<file path="config.mk">
export PLATFORM = sky130hd
export DESIGN_NAME = fpu_sched_flat
export DESIGN_NICKNAME = d
export VERILOG_FILES = /design/src/rtl/fpu_sched_if.sv /design/src/rtl/fpu_sched.sv /design/src/flat_wrapper.sv
export SDC_FILE = /design/constraint.sdc
export NUM_CORES = 1
export LEC_CHECK = 0
export BUFFER_PORTS_ARGS = -buffer_cell sky130_fd_sc_hd__buf_4
export CELL_PAD_IN_SITES_DETAIL_PLACEMENT = 2
export CELL_PAD_IN_SITES_GLOBAL_PLACEMENT = 2
export CORE_AREA = 2 2 185 187
export DETAILED_ROUTE_END_ITERATION = 16
export DIE_AREA = 0 0 187 189
export PLACE_DENSITY = 0.75
export SLEW_MARGIN = 20
export SYNTH_ARGS = -nofsm -noshare
export SYNTH_HDL_FRONTEND = slang
export SYNTH_SLANG_ARGS = --single-unit
export TNS_END_PERCENT = 100
</file>
<file path="constraint.sdc">
create_clock -name clk_i -period 3.5 [get_ports clk_i]
set_input_delay 0.35 -clock clk_i [delete_from_list [all_inputs] [get_ports clk_i]]
set_output_delay 0.35 -clock clk_i [all_outputs]
set_load 0.02 [all_outputs]
</file>
<file path="src/rtl/fpu_sched_if.sv">
// fpu_sched_if: bundles the request, FPU and response signals of the FPU
// scheduler.
//   req_*  : two requesters, valid/ready handshake, per-requester payload slices
//   fpu_*  : start pulse, latched operands, and busy/result back from the FPU
//   rsp_*  : response to the owning requester, valid/ready handshake
//   sched_busy_o : scheduler is not idle
// slave  : the scheduler's view.
// master : the environment's view (requesters, FPU and response consumer).
interface fpu_sched_if #(
  parameter int TAG_W = 5
);
  logic [1:0]         req_valid_i;
  logic [1:0]         req_ready_o;
  logic [59:0]        req_instr_i;
  logic [63:0]        req_rs1_i;
  logic [63:0]        req_rs2_i;
  logic [63:0]        req_rs3_i;
  logic [2*TAG_W-1:0] req_tag_i;

  logic               fpu_enable_o;
  logic [29:0]        fpu_instr_o;
  logic [31:0]        fpu_rs1_o;
  logic [31:0]        fpu_rs2_o;
  logic [31:0]        fpu_rs3_o;
  logic               fpu_busy_i;
  logic [31:0]        fpu_out_i;

  logic               rsp_valid_o;
  logic               rsp_ready_i;
  logic               rsp_id_o;
  logic [TAG_W-1:0]   rsp_tag_o;
  logic [31:0]        rsp_data_o;
  logic               rsp_timeout_o;
  logic               sched_busy_o;

  modport slave (
    input  req_valid_i, req_instr_i, req_rs1_i, req_rs2_i, req_rs3_i, req_tag_i,
    output req_ready_o,
    output fpu_enable_o, fpu_instr_o, fpu_rs1_o, fpu_rs2_o, fpu_rs3_o,
    input  fpu_busy_i, fpu_out_i,
    output rsp_valid_o, rsp_id_o, rsp_tag_o, rsp_data_o, rsp_timeout_o,
    input  rsp_ready_i,
    output sched_busy_o
  );

  modport master (
    output req_valid_i, req_instr_i, req_rs1_i, req_rs2_i, req_rs3_i, req_tag_i,
    input  req_ready_o,
    input  fpu_enable_o, fpu_instr_o, fpu_rs1_o, fpu_rs2_o, fpu_rs3_o,
    output fpu_busy_i, fpu_out_i,
    input  rsp_valid_o, rsp_id_o, rsp_tag_o, rsp_data_o, rsp_timeout_o,
    output rsp_ready_i,
    input  sched_busy_o
  );
endinterface

</file>
<file path="src/rtl/fpu_sched.sv">
// fpu_sched: round-robin two-port scheduler in front of the multi-cycle FPU.
// Accepts one request at a time, launches the FPU with a one-cycle enable,
// waits for busy to fall (or the watchdog to expire) and returns the result
// with the requester's id and tag.
// Ports:
//   clk_i   : clock, rising edge
//   reset_i : asynchronous active-low reset
//   bus     : fpu_sched_if.slave (request, FPU and response signals)
module fpu_sched #(
  parameter int TAG_W   = 5,
  parameter int TIMEOUT = 64,
  parameter int CNT_W   = $clog2(TIMEOUT + 1)
) (
  input  logic        clk_i,
  input  logic        reset_i,
  fpu_sched_if.slave  bus
);

  typedef enum logic [1:0] {S_IDLE, S_LAUNCH, S_WAIT, S_RESP} state_t;

  state_t           state;
  logic             last_grant;
  logic             id_q;
  logic [29:0]      instr_q;
  logic [31:0]      rs1_q;
  logic [31:0]      rs2_q;
  logic [31:0]      rs3_q;
  logic [TAG_W-1:0] tag_q;
  logic [31:0]      data_q;
  logic             timeout_q;
  logic             enable_q;
  logic             rsp_valid_q;
  logic [CNT_W-1:0] cnt_q;

  logic             gnt_id;
  logic             accept;
  logic [1:0]       ready;

  // On a tie the requester that did not win last time is granted.
  always_comb begin
    gnt_id = (&bus.req_valid_i) ? ~last_grant : bus.req_valid_i[1];
    accept = (state == S_IDLE) && (|bus.req_valid_i);
    ready  = 2'b00;
    if (accept) ready = gnt_id ? 2'b10 : 2'b01;
  end

  always_ff @(posedge clk_i or negedge reset_i) begin
    if (!reset_i) begin
      state       <= S_IDLE;
      last_grant  <= 1'b1;
      id_q        <= 1'b0;
      instr_q     <= '0;
      rs1_q       <= '0;
      rs2_q       <= '0;
      rs3_q       <= '0;
      tag_q       <= '0;
      data_q      <= '0;
      timeout_q   <= 1'b0;
      enable_q    <= 1'b0;
      rsp_valid_q <= 1'b0;
      cnt_q       <= '0;
    end else begin
      enable_q <= 1'b0;
      case (state)
        // Handshake: sample the granted payload only in this cycle.
        S_IDLE: begin
          if (accept) begin
            instr_q    <= gnt_id ? bus.req_instr_i[59:30] : bus.req_instr_i[29:0];
            rs1_q      <= gnt_id ? bus.req_rs1_i[63:32]   : bus.req_rs1_i[31:0];
            rs2_q      <= gnt_id ? bus.req_rs2_i[63:32]   : bus.req_rs2_i[31:0];
            rs3_q      <= gnt_id ? bus.req_rs3_i[63:32]   : bus.req_rs3_i[31:0];
            tag_q      <= gnt_id ? bus.req_tag_i[2*TAG_W-1:TAG_W] : bus.req_tag_i[TAG_W-1:0];
            id_q       <= gnt_id;
            last_grant <= gnt_id;
            enable_q   <= 1'b1;
            state      <= S_LAUNCH;
          end
        end
        // Enable pulse is out this cycle; arm the watchdog.
        S_LAUNCH: begin
          cnt_q <= '0;
          state <= S_WAIT;
        end
        // Busy only rises the cycle after enable, so it means nothing at
        // cnt_q == 0. Completion is tested first so it wins over the timeout.
        S_WAIT: begin
          cnt_q <= cnt_q + 1'b1;
          if ((cnt_q != '0) && !bus.fpu_busy_i) begin
            data_q      <= bus.fpu_out_i;
            timeout_q   <= 1'b0;
            rsp_valid_q <= 1'b1;
            state       <= S_RESP;
          end else if (cnt_q == CNT_W'(TIMEOUT - 1)) begin
            data_q      <= '0;
            timeout_q   <= 1'b1;
            rsp_valid_q <= 1'b1;
            state       <= S_RESP;
          end
        end
        // Hold the response until the consumer takes it.
        S_RESP: begin
          if (bus.rsp_ready_i) begin
            rsp_valid_q <= 1'b0;
            state       <= S_IDLE;
          end
        end
        default: state <= S_IDLE;
      endcase
    end
  end

  assign bus.req_ready_o   = ready;
  assign bus.fpu_enable_o  = enable_q;
  assign bus.fpu_instr_o   = instr_q;
  assign bus.fpu_rs1_o     = rs1_q;
  assign bus.fpu_rs2_o     = rs2_q;
  assign bus.fpu_rs3_o     = rs3_q;
  assign bus.rsp_valid_o   = rsp_valid_q;
  assign bus.rsp_id_o      = id_q;
  assign bus.rsp_tag_o     = tag_q;
  assign bus.rsp_data_o    = data_q;
  assign bus.rsp_timeout_o = timeout_q;
  assign bus.sched_busy_o  = (state != S_IDLE);

endmodule

</file>
<file path="src/flat_wrapper.sv">
// flat-port wrapper written by rule: the top's interface ports become plain ports
module fpu_sched_flat 
#(
  parameter int TAG_W   = 5,
  parameter int TIMEOUT = 64,
  parameter int CNT_W   = $clog2(TIMEOUT + 1)
)
  (clk_i, reset_i, bus_req_valid_i, bus_req_instr_i, bus_req_rs1_i, bus_req_rs2_i, bus_req_rs3_i, bus_req_tag_i, bus_req_ready_o, bus_fpu_enable_o, bus_fpu_instr_o, bus_fpu_rs1_o, bus_fpu_rs2_o, bus_fpu_rs3_o, bus_fpu_busy_i, bus_fpu_out_i, bus_rsp_valid_o, bus_rsp_id_o, bus_rsp_tag_o, bus_rsp_data_o, bus_rsp_timeout_o, bus_rsp_ready_i, bus_sched_busy_o);
  fpu_sched_if #(.TAG_W(TAG_W)) bus_i ();
  input  logic clk_i;
  input  logic reset_i;
  input wire logic [$bits(bus_i.req_valid_i)-1:0] bus_req_valid_i;
  input wire logic [$bits(bus_i.req_instr_i)-1:0] bus_req_instr_i;
  input wire logic [$bits(bus_i.req_rs1_i)-1:0] bus_req_rs1_i;
  input wire logic [$bits(bus_i.req_rs2_i)-1:0] bus_req_rs2_i;
  input wire logic [$bits(bus_i.req_rs3_i)-1:0] bus_req_rs3_i;
  input wire logic [$bits(bus_i.req_tag_i)-1:0] bus_req_tag_i;
  output wire logic [$bits(bus_i.req_ready_o)-1:0] bus_req_ready_o;
  output wire logic [$bits(bus_i.fpu_enable_o)-1:0] bus_fpu_enable_o;
  output wire logic [$bits(bus_i.fpu_instr_o)-1:0] bus_fpu_instr_o;
  output wire logic [$bits(bus_i.fpu_rs1_o)-1:0] bus_fpu_rs1_o;
  output wire logic [$bits(bus_i.fpu_rs2_o)-1:0] bus_fpu_rs2_o;
  output wire logic [$bits(bus_i.fpu_rs3_o)-1:0] bus_fpu_rs3_o;
  input wire logic [$bits(bus_i.fpu_busy_i)-1:0] bus_fpu_busy_i;
  input wire logic [$bits(bus_i.fpu_out_i)-1:0] bus_fpu_out_i;
  output wire logic [$bits(bus_i.rsp_valid_o)-1:0] bus_rsp_valid_o;
  output wire logic [$bits(bus_i.rsp_id_o)-1:0] bus_rsp_id_o;
  output wire logic [$bits(bus_i.rsp_tag_o)-1:0] bus_rsp_tag_o;
  output wire logic [$bits(bus_i.rsp_data_o)-1:0] bus_rsp_data_o;
  output wire logic [$bits(bus_i.rsp_timeout_o)-1:0] bus_rsp_timeout_o;
  input wire logic [$bits(bus_i.rsp_ready_i)-1:0] bus_rsp_ready_i;
  output wire logic [$bits(bus_i.sched_busy_o)-1:0] bus_sched_busy_o;
  assign bus_i.req_valid_i = bus_req_valid_i;
  assign bus_i.req_instr_i = bus_req_instr_i;
  assign bus_i.req_rs1_i = bus_req_rs1_i;
  assign bus_i.req_rs2_i = bus_req_rs2_i;
  assign bus_i.req_rs3_i = bus_req_rs3_i;
  assign bus_i.req_tag_i = bus_req_tag_i;
  assign bus_req_ready_o = bus_i.req_ready_o;
  assign bus_fpu_enable_o = bus_i.fpu_enable_o;
  assign bus_fpu_instr_o = bus_i.fpu_instr_o;
  assign bus_fpu_rs1_o = bus_i.fpu_rs1_o;
  assign bus_fpu_rs2_o = bus_i.fpu_rs2_o;
  assign bus_fpu_rs3_o = bus_i.fpu_rs3_o;
  assign bus_i.fpu_busy_i = bus_fpu_busy_i;
  assign bus_i.fpu_out_i = bus_fpu_out_i;
  assign bus_rsp_valid_o = bus_i.rsp_valid_o;
  assign bus_rsp_id_o = bus_i.rsp_id_o;
  assign bus_rsp_tag_o = bus_i.rsp_tag_o;
  assign bus_rsp_data_o = bus_i.rsp_data_o;
  assign bus_rsp_timeout_o = bus_i.rsp_timeout_o;
  assign bus_i.rsp_ready_i = bus_rsp_ready_i;
  assign bus_sched_busy_o = bus_i.sched_busy_o;
  fpu_sched #(.TAG_W(TAG_W), .TIMEOUT(TIMEOUT), .CNT_W(CNT_W)) u_core (.clk_i(clk_i), .reset_i(reset_i), .bus(bus_i));
endmodule
</file>
==> results.yml, run 1 <==
worst_setup_path:
  cp_top_family: "buffers and inverters"
  start_kind: "flip-flop"
  cp.arrival_ns: 2.11
  reg2reg_slack_ns: 1.28
  worstSetupPathType: "flip-flop to output port"
  end_kind: "output port"
  ff2ff_path_depth: 7
  critPathMaxStageDelay_ns: 0.40
  reg2reg_from: "u_core.state[0]"
  crit_required_ns: 3.15
  slowest_stage: "dfrtp_1"
  critPathBufInv: 3
  r2r_end: "u_core.bus.fpu_rs2_o[3]"
  cp_max_fo: 58
  crit_chain: "inv_1 > ha_1 > nand2_1 > a21oi_4 > buf_12 > buf_4"
power_and_ir_drop:
  switching_power_uw: 4600
  p_clk_share_pct: 17.7
  powerDensity_nw_per_um2: 928
  totalPowerFinal_uw: 11000
  internal_power_uw: 6380
  switching_share_pct: 41.9
  p_leak_uw: 0.00637
  ir_drop_uv: 473
  p_seq_share_pct: 33.1
  p_comb_share_pct: 49.2
logic_synthesis:
  synth.ff_latch_count: 177
  yosys_warnings: 0
  ys.flop_type: "dfrtp_1"
  syn_nets: 896
  synthCells: 590
  synthMostInstantiatedCell: "dfrtp_1"
  synth_common_cells: "dfrtp_1, inv_1, a222oi_1, a22o_1, clkbuf_1"
  avgSynthCellArea_um2: 12.2
  synth_seq_area_share_pct: 61.7
  synth_cell_types: 35
  netlist_area_um2: 7190
  yosys.area.top_type: "dfrtp_1"
  synth_edf_count: 0
  ys_top_cells_by_area: "dfrtp_1, a222oi_1, inv_1"
  yosys.area.top_type_share_pct: 61.3
  async_reset_ff_share_pct: 100
routing:
  vias: 7218
  antenna_left: 0
  avgViaCountPerCell: 4.81
  drc: 0
  first_iter_violations: 719
  totalWireLength_um: 32300
  dr.pass1.iters: 7
  routedWlPerCell_um: 21.5
global_route:
  grtUsageMet3_pct: 6.30
  grt_busiest_layer: "met2"
  grt_pass1_vias: 8036
  grt_util_met2_pct: 31.1
  grt_usage_pct: 17.8
  grt_overflow_total: 0
  grtUsageMet1_pct: 20.0
  grt_max_degree: 135
  antenna_found_initial: 0
  grt_pass1_wl_um: 48600
finish:
  drive_gt1_share_pct: 49.6
  fillCellCount: 3610
  diodes: 0
  final_cells: 1502
  final_nets: 1347
  syn_to_final_growth_pct: 64.7
placement:
  dp.cells: 1468
  routabilityCongestion: 0.817
  dp_hpwl_um: 23900
  io_buffer_count: 469
floorplanning:
  die_w_um: 187
  initial_core_util_pct: 21.6
  core_um2: 33300
  ioPinCount: 470
  die_area_um2: 35300
  row_count: 67
  fp.dieH_um: 189
sta:
  clock_skew_ns: 0.0111
  finalHoldViolCount: 0
  period_share_pct: 70.2
  fmaxAchievable_mhz: 407
  fin_setup_tns_ns: 0
  fin_crit_ns: 2.46
  hold_slack_ns: 0.129
  setup_viol_count_final: 0
  rsz0062_at_grt: "false"
  relSlewSlack_pct: 53.6
  final_max_slew_viol_count: 0
  worstMarginPinSlew_ns: 0.696
clocking:
  ctsResizeCount: 0
  worstSkewPairLatency_ns: 0.43
  cts_num_sinks: 177
  hold_buffers: 0
  h-tree-depth: 4
  clkTransAtPathRegs_ns: 0.08
  postCtsSetupBuffers: 0
  cts_tree: "yes"
  cts_buffers: 17
  clockRootBuffer: "clkbuf_16"
  cts_buffer_depth: 2
worst_hold_path:
  min_from: "bus_req_tag_i[9]"
  hold_class: "primary input to flip-flop"
  holdPathEnd: "u_core.bus.rsp_tag_o[4]"
  hold_path_depth: 3
run:
  cap_violations: 0
run_status:
  status: "completed"
[cell families (layout without fill, tap and decap cells)]
group,after synthesis,count (layout),synth area share (%)
simple gates,27,27,1.90
buf+inv,191,655,10.4
fa+ha+maj,6,6,1.04
flops,177,177,61.7
compound gates,187,187,24.7
mux,2,2,0.296
[metal layers]
layer	share of wire (%)	vias to the layer above	wire, um
met5	0	-	0
met4	2.5	0	811
met3	8.8	34	2830
met2	51	351	16500
met1	38	3680	12200
li1	-	3153	-
[power by group through the flow]
stage / Combinational [uW] / Clock [uW] / Sequential [uW]
3_5_place_dp: 5500 / 0 / 3640
6_report: 5410 / 1940 / 3640
4_1_cts: 5490 / 2020 / 3630
2_1_floorplan: 1850 / 0 / 4610
3_3_place_gp: 5300 / 0 / 3600
5_1_grt: 5820 / 2090 / 3740
[per-stage QoR]
step                worst slack, ns  instance area (um^2)  util (%)
global route                  0.887                 11800      35.6
floorplan                      1.75                  7190         -
global placement               1.39                 11200      33.7
finish                         1.04                 11800      35.6
CTS                           0.987                 11800      35.4
detailed placement             1.27                 11200      33.7
[worst reg2reg max path, delay by kind of cell (launching register included)]
| family | cells | cell delay (ns) |
|---|---|---|
| AND/OR/NAND/NOR | 1 | 0.13 |
| buffers and inverters | 3 | 0.81 |
| AO/OA/AOI/OAI | 2 | 0.51 |
| flip-flops | 1 | 0.40 |
| adder cells (fa/ha/maj) | 1 | 0.30 |
[state kept, by name, indices dropped and copies added, names as in the netlist]
signal                    count
u_core.bus.fpu_enable_o       1
u_core.bus.fpu_instr_o       30
u_core.bus.fpu_rs1_o         32
u_core.bus.fpu_rs2_o         32
u_core.bus.fpu_rs3_o         32
u_core.bus.rsp_data_o        32
u_core.bus.rsp_id_o           1
u_core.bus.rsp_tag_o          5
u_core.bus.rsp_timeout_o      1
u_core.bus.rsp_valid_o        1
u_core.cnt_q                  7
u_core.last_grant             1
u_core.state                  2
[cell usage in the layout (no fill, tap or decap), types with 3 or more instances in the layout]
cell,netlist,layout
buf_4,0,474
dfrtp_1,176,176
inv_1,141,141
a222oi_1,131,131
a22o_1,33,33
clkbuf_16,0,17
nand2_1,10,10
nor2_1,6,6
o21ai_0,6,6
ha_1,6,6
buf_12,0,5
a21o_1,3,3
nand3_1,3,3
inv_6,0,3
clkinv_4,0,3
[final cells by class]
cell class / instances / area [um^2] / share of cell area (%)
Clock inverter: 12 / 125 / 1.06
Inverter: 141 / 529 / 4.47
Tap cell: 448 / 561 / 4.74
Clock buffer: 20 / 447 / 3.77
Multi-Input combinational cell: 222 / 2040 / 17.2
Timing Repair Buffer: 482 / 3710 / 31.3
Sequential cell: 177 / 4430 / 37.4
[worst max-delay path by stage]
stage               startpoint                        to  depth (start not counted)
3_5_place_dp   u_core.state[0]  u_core.bus.fpu_rs2_o[28]                          7
6_report       u_core.state[0]        bus_req_ready_o[0]                          6
2_1_floorplan  u_core.state[0]        bus_req_ready_o[1]                          5
4_1_cts        u_core.state[0]        bus_req_ready_o[0]                          6
3_3_place_gp   u_core.state[0]  u_core.bus.fpu_rs1_o[28]                          7
5_1_grt        u_core.state[0]        bus_req_ready_o[0]                          6
(Power assumes the default switching activity.)
==> run 2: changes to the inputs <==
CORE_AREA = default   (was 2 2 185 187)
CORE_UTILIZATION = 22   (was default)
DIE_AREA = default   (was 0 0 187 189)
PLACE_DENSITY = 0.79   (was 0.75)
clock period = 2.1 ns   (was 3.5 ns; I/O delays follow)
==> results.yml, run 2 (synthesis gave the netlist of run 1 again) <==
run_status:
  status: "completed"
power_and_ir_drop:
  switching_share_pct: 43.5
  p_leak_uw: 0.00769
  internal_power_uw: 11500
  p_clk_share_pct: 16.3
  p_seq_share_pct: 31.3
  powerDensity_nw_per_um2: 1360
  p_comb_share_pct: 52.5
  ir_drop_uv: 495
  switching_power_uw: 8840
worst_setup_path:
  cp_max_fo: 10
  critPathMaxStageDelay_ns: 0.40
  end_kind: "output port"
  start_kind: "flip-flop"
  critPathBufInv: 3
  cp.arrival_ns: 1.80
  slowest_stage: "dfrtp_1"
  cp_top_family: "buffers and inverters"
  worstSetupPathType: "flip-flop to output port"
  crit_chain: "inv_1 > ha_4 > nand2_1 > a21oi_4 > buf_12 > buf_4"
  crit_required_ns: 1.89
finish:
  syn_to_final_growth_pct: 107
  drive_gt1_share_pct: 40.6
  fin_area_um2: 14900
  final_common_cell: "buf_4"
  final_nets: 1641
  fillCellCount: 3234
  mostFrequentLayoutCells: "buf_4, dlygate4sd3_1, dfrtp_1"
clocking:
  cts_buffer_depth: 2
  clkTransAtPathRegs_ns: 0.07
  clockRootBuffer: "clkbuf_16"
  cts_buffers: 17
  h-tree-depth: 4
  cts_num_sinks: 177
  worstSkewPairLatency_ns: 0.43
  cts_tree: "yes"
sta:
  finalHoldViolCount: 0
  relSlewSlack_pct: 54.9
  fin_setup_tns_ns: 0
  final_max_slew_viol_count: 0
  clock_skew_ns: 0.0119
  worstMarginPinSlew_ns: 0.676
  period_share_pct: 95.8
  fmaxAchievable_mhz: 497
  finalWorstSetupSlack_ns: 0.0884
  setup_viol_count_final: 0
  hold_slack_ns: 0.0404
  fin_crit_ns: 2.01
floorplanning:
  fp.dieH_um: 183
  initial_core_util_pct: 22.5
  core_um2: 31900
  die_w_um: 183
  row_count: 65
  ioPinCount: 470
  die_area_um2: 33400
routing:
  avgViaCountPerCell: 4.95
  antenna_left: 0
  drc: 0
  vias: 8842
  totalWireLength_um: 46700
  dr.pass1.iters: 10
  first_iter_violations: 947
  routedWlPerCell_um: 26.2
placement:
  pre_cts_ws_ns: 0.155
  routabilityCongestion: 0.767
  io_buffer_count: 469
  place_area_um2: 11500
  dp_hpwl_um: 24100
worst_hold_path:
  hold_class: "primary input to flip-flop"
global_route:
  antenna_found_initial: 2
  grt_pass1_wl_um: 67900
  grt_usage_pct: 27.5
  grt_overflow_total: 0
  grt_pass1_vias: 10400
  grt_max_degree: 69
run:
  cap_violations: 0
run 2: cell count changes in the layout (fill, tap and decap cells not counted), sizes merged:
cell	before	now
buf	481	504
bufbuf	0	1
bufinv	1	2
clkbuf	20	24
clkinv	4	5
clkinvlp	2	0
diode	0	2
dlygate4sd3	1	271
inv	146	142
run 2: metrics by stage:
| stage | cells | util, % | total power [uW] |
|---|---|---|---|
| 2_1_floorplan | 590 | - | 10800 |
| 3_3_place_gp | 1473 | 36.1 | 15000 |
| 3_5_place_dp | 1473 | 36.1 | 15500 |
| 4_1_cts | 1781 | 46.7 | 19400 |
| 5_1_grt | 1785 | 46.7 | 21100 |
| 6_report | 1785 | 46.7 | 20300 |
run 2: final cells by class:
cell class	count	area (um^2)	area share, %
inverter	141	529	3.55
clock inverter	8	101	0.680
antenna	2	5.00	0.0336
timing repair buffer	776	6760	45.4
tap	435	544	3.65
sequential	177	4430	29.7
multi-input combinational	222	2050	13.7
clock buffer	24	482	3.23
run 2: timing repair:
action	4_1_cts	5_1_grt
resized for setup	2	2
gates cloned	1	0
endpoints found under the setup margin	2	45
hold buffers	271	0
endpoints found under the hold margin	206	0
buffers inserted	4	3
pin swaps	0	2
run 2: final timing paths:
| path | start | to | slack [ns] | cells past startpoint |
|---|---|---|---|---|
| hold / removal | bus_req_rs3_i[27] | u_core.bus.fpu_rs3_o[27] | 0.04 | 3 |
| min in group asynchronous | reset_i | u_core.bus.fpu_instr_o[4] | 0.39 | 2 |
| max in group asynchronous | reset_i | u_core.bus.fpu_rs2_o[23] | 1.07 | 3 |
| setup reg to reg | u_core.state[1] | u_core.bus.fpu_rs3_o[18] | 0.16 | 8 |
| setup / recovery | u_core.state[1] | bus_req_ready_o[0] | 0.09 | 6 |
| hold reg to reg | u_core.bus.rsp_timeout_o | u_core.bus.rsp_timeout_o | 0.51 | 2 |
run 2: power by group through the flow:
stage          logic (uW)  registers, uW  clock network [uW]
2_1_floorplan        3090           7690                   0
3_3_place_gp         9040           5970                   0
3_5_place_dp         9410           6050                   0
4_1_cts              9980           6040                3370
5_1_grt             11200           6440                3520
6_report            10600           6340                3300
run 2: per-layer routing:
layer	wire length [um]	vias to the layer above	GRT usage, %
met1	16700	4500	28.5
li1	-	3741	-
met2	25200	511	52.4
met4	1550	0	12.1
met5	0	-	0
met3	3250	90	6.33
run 2: tightest hold or removal path, cell delays in order:
cell	delay, ns
buf_4	0.08
a222oi_1	0.08
inv_1	0.07
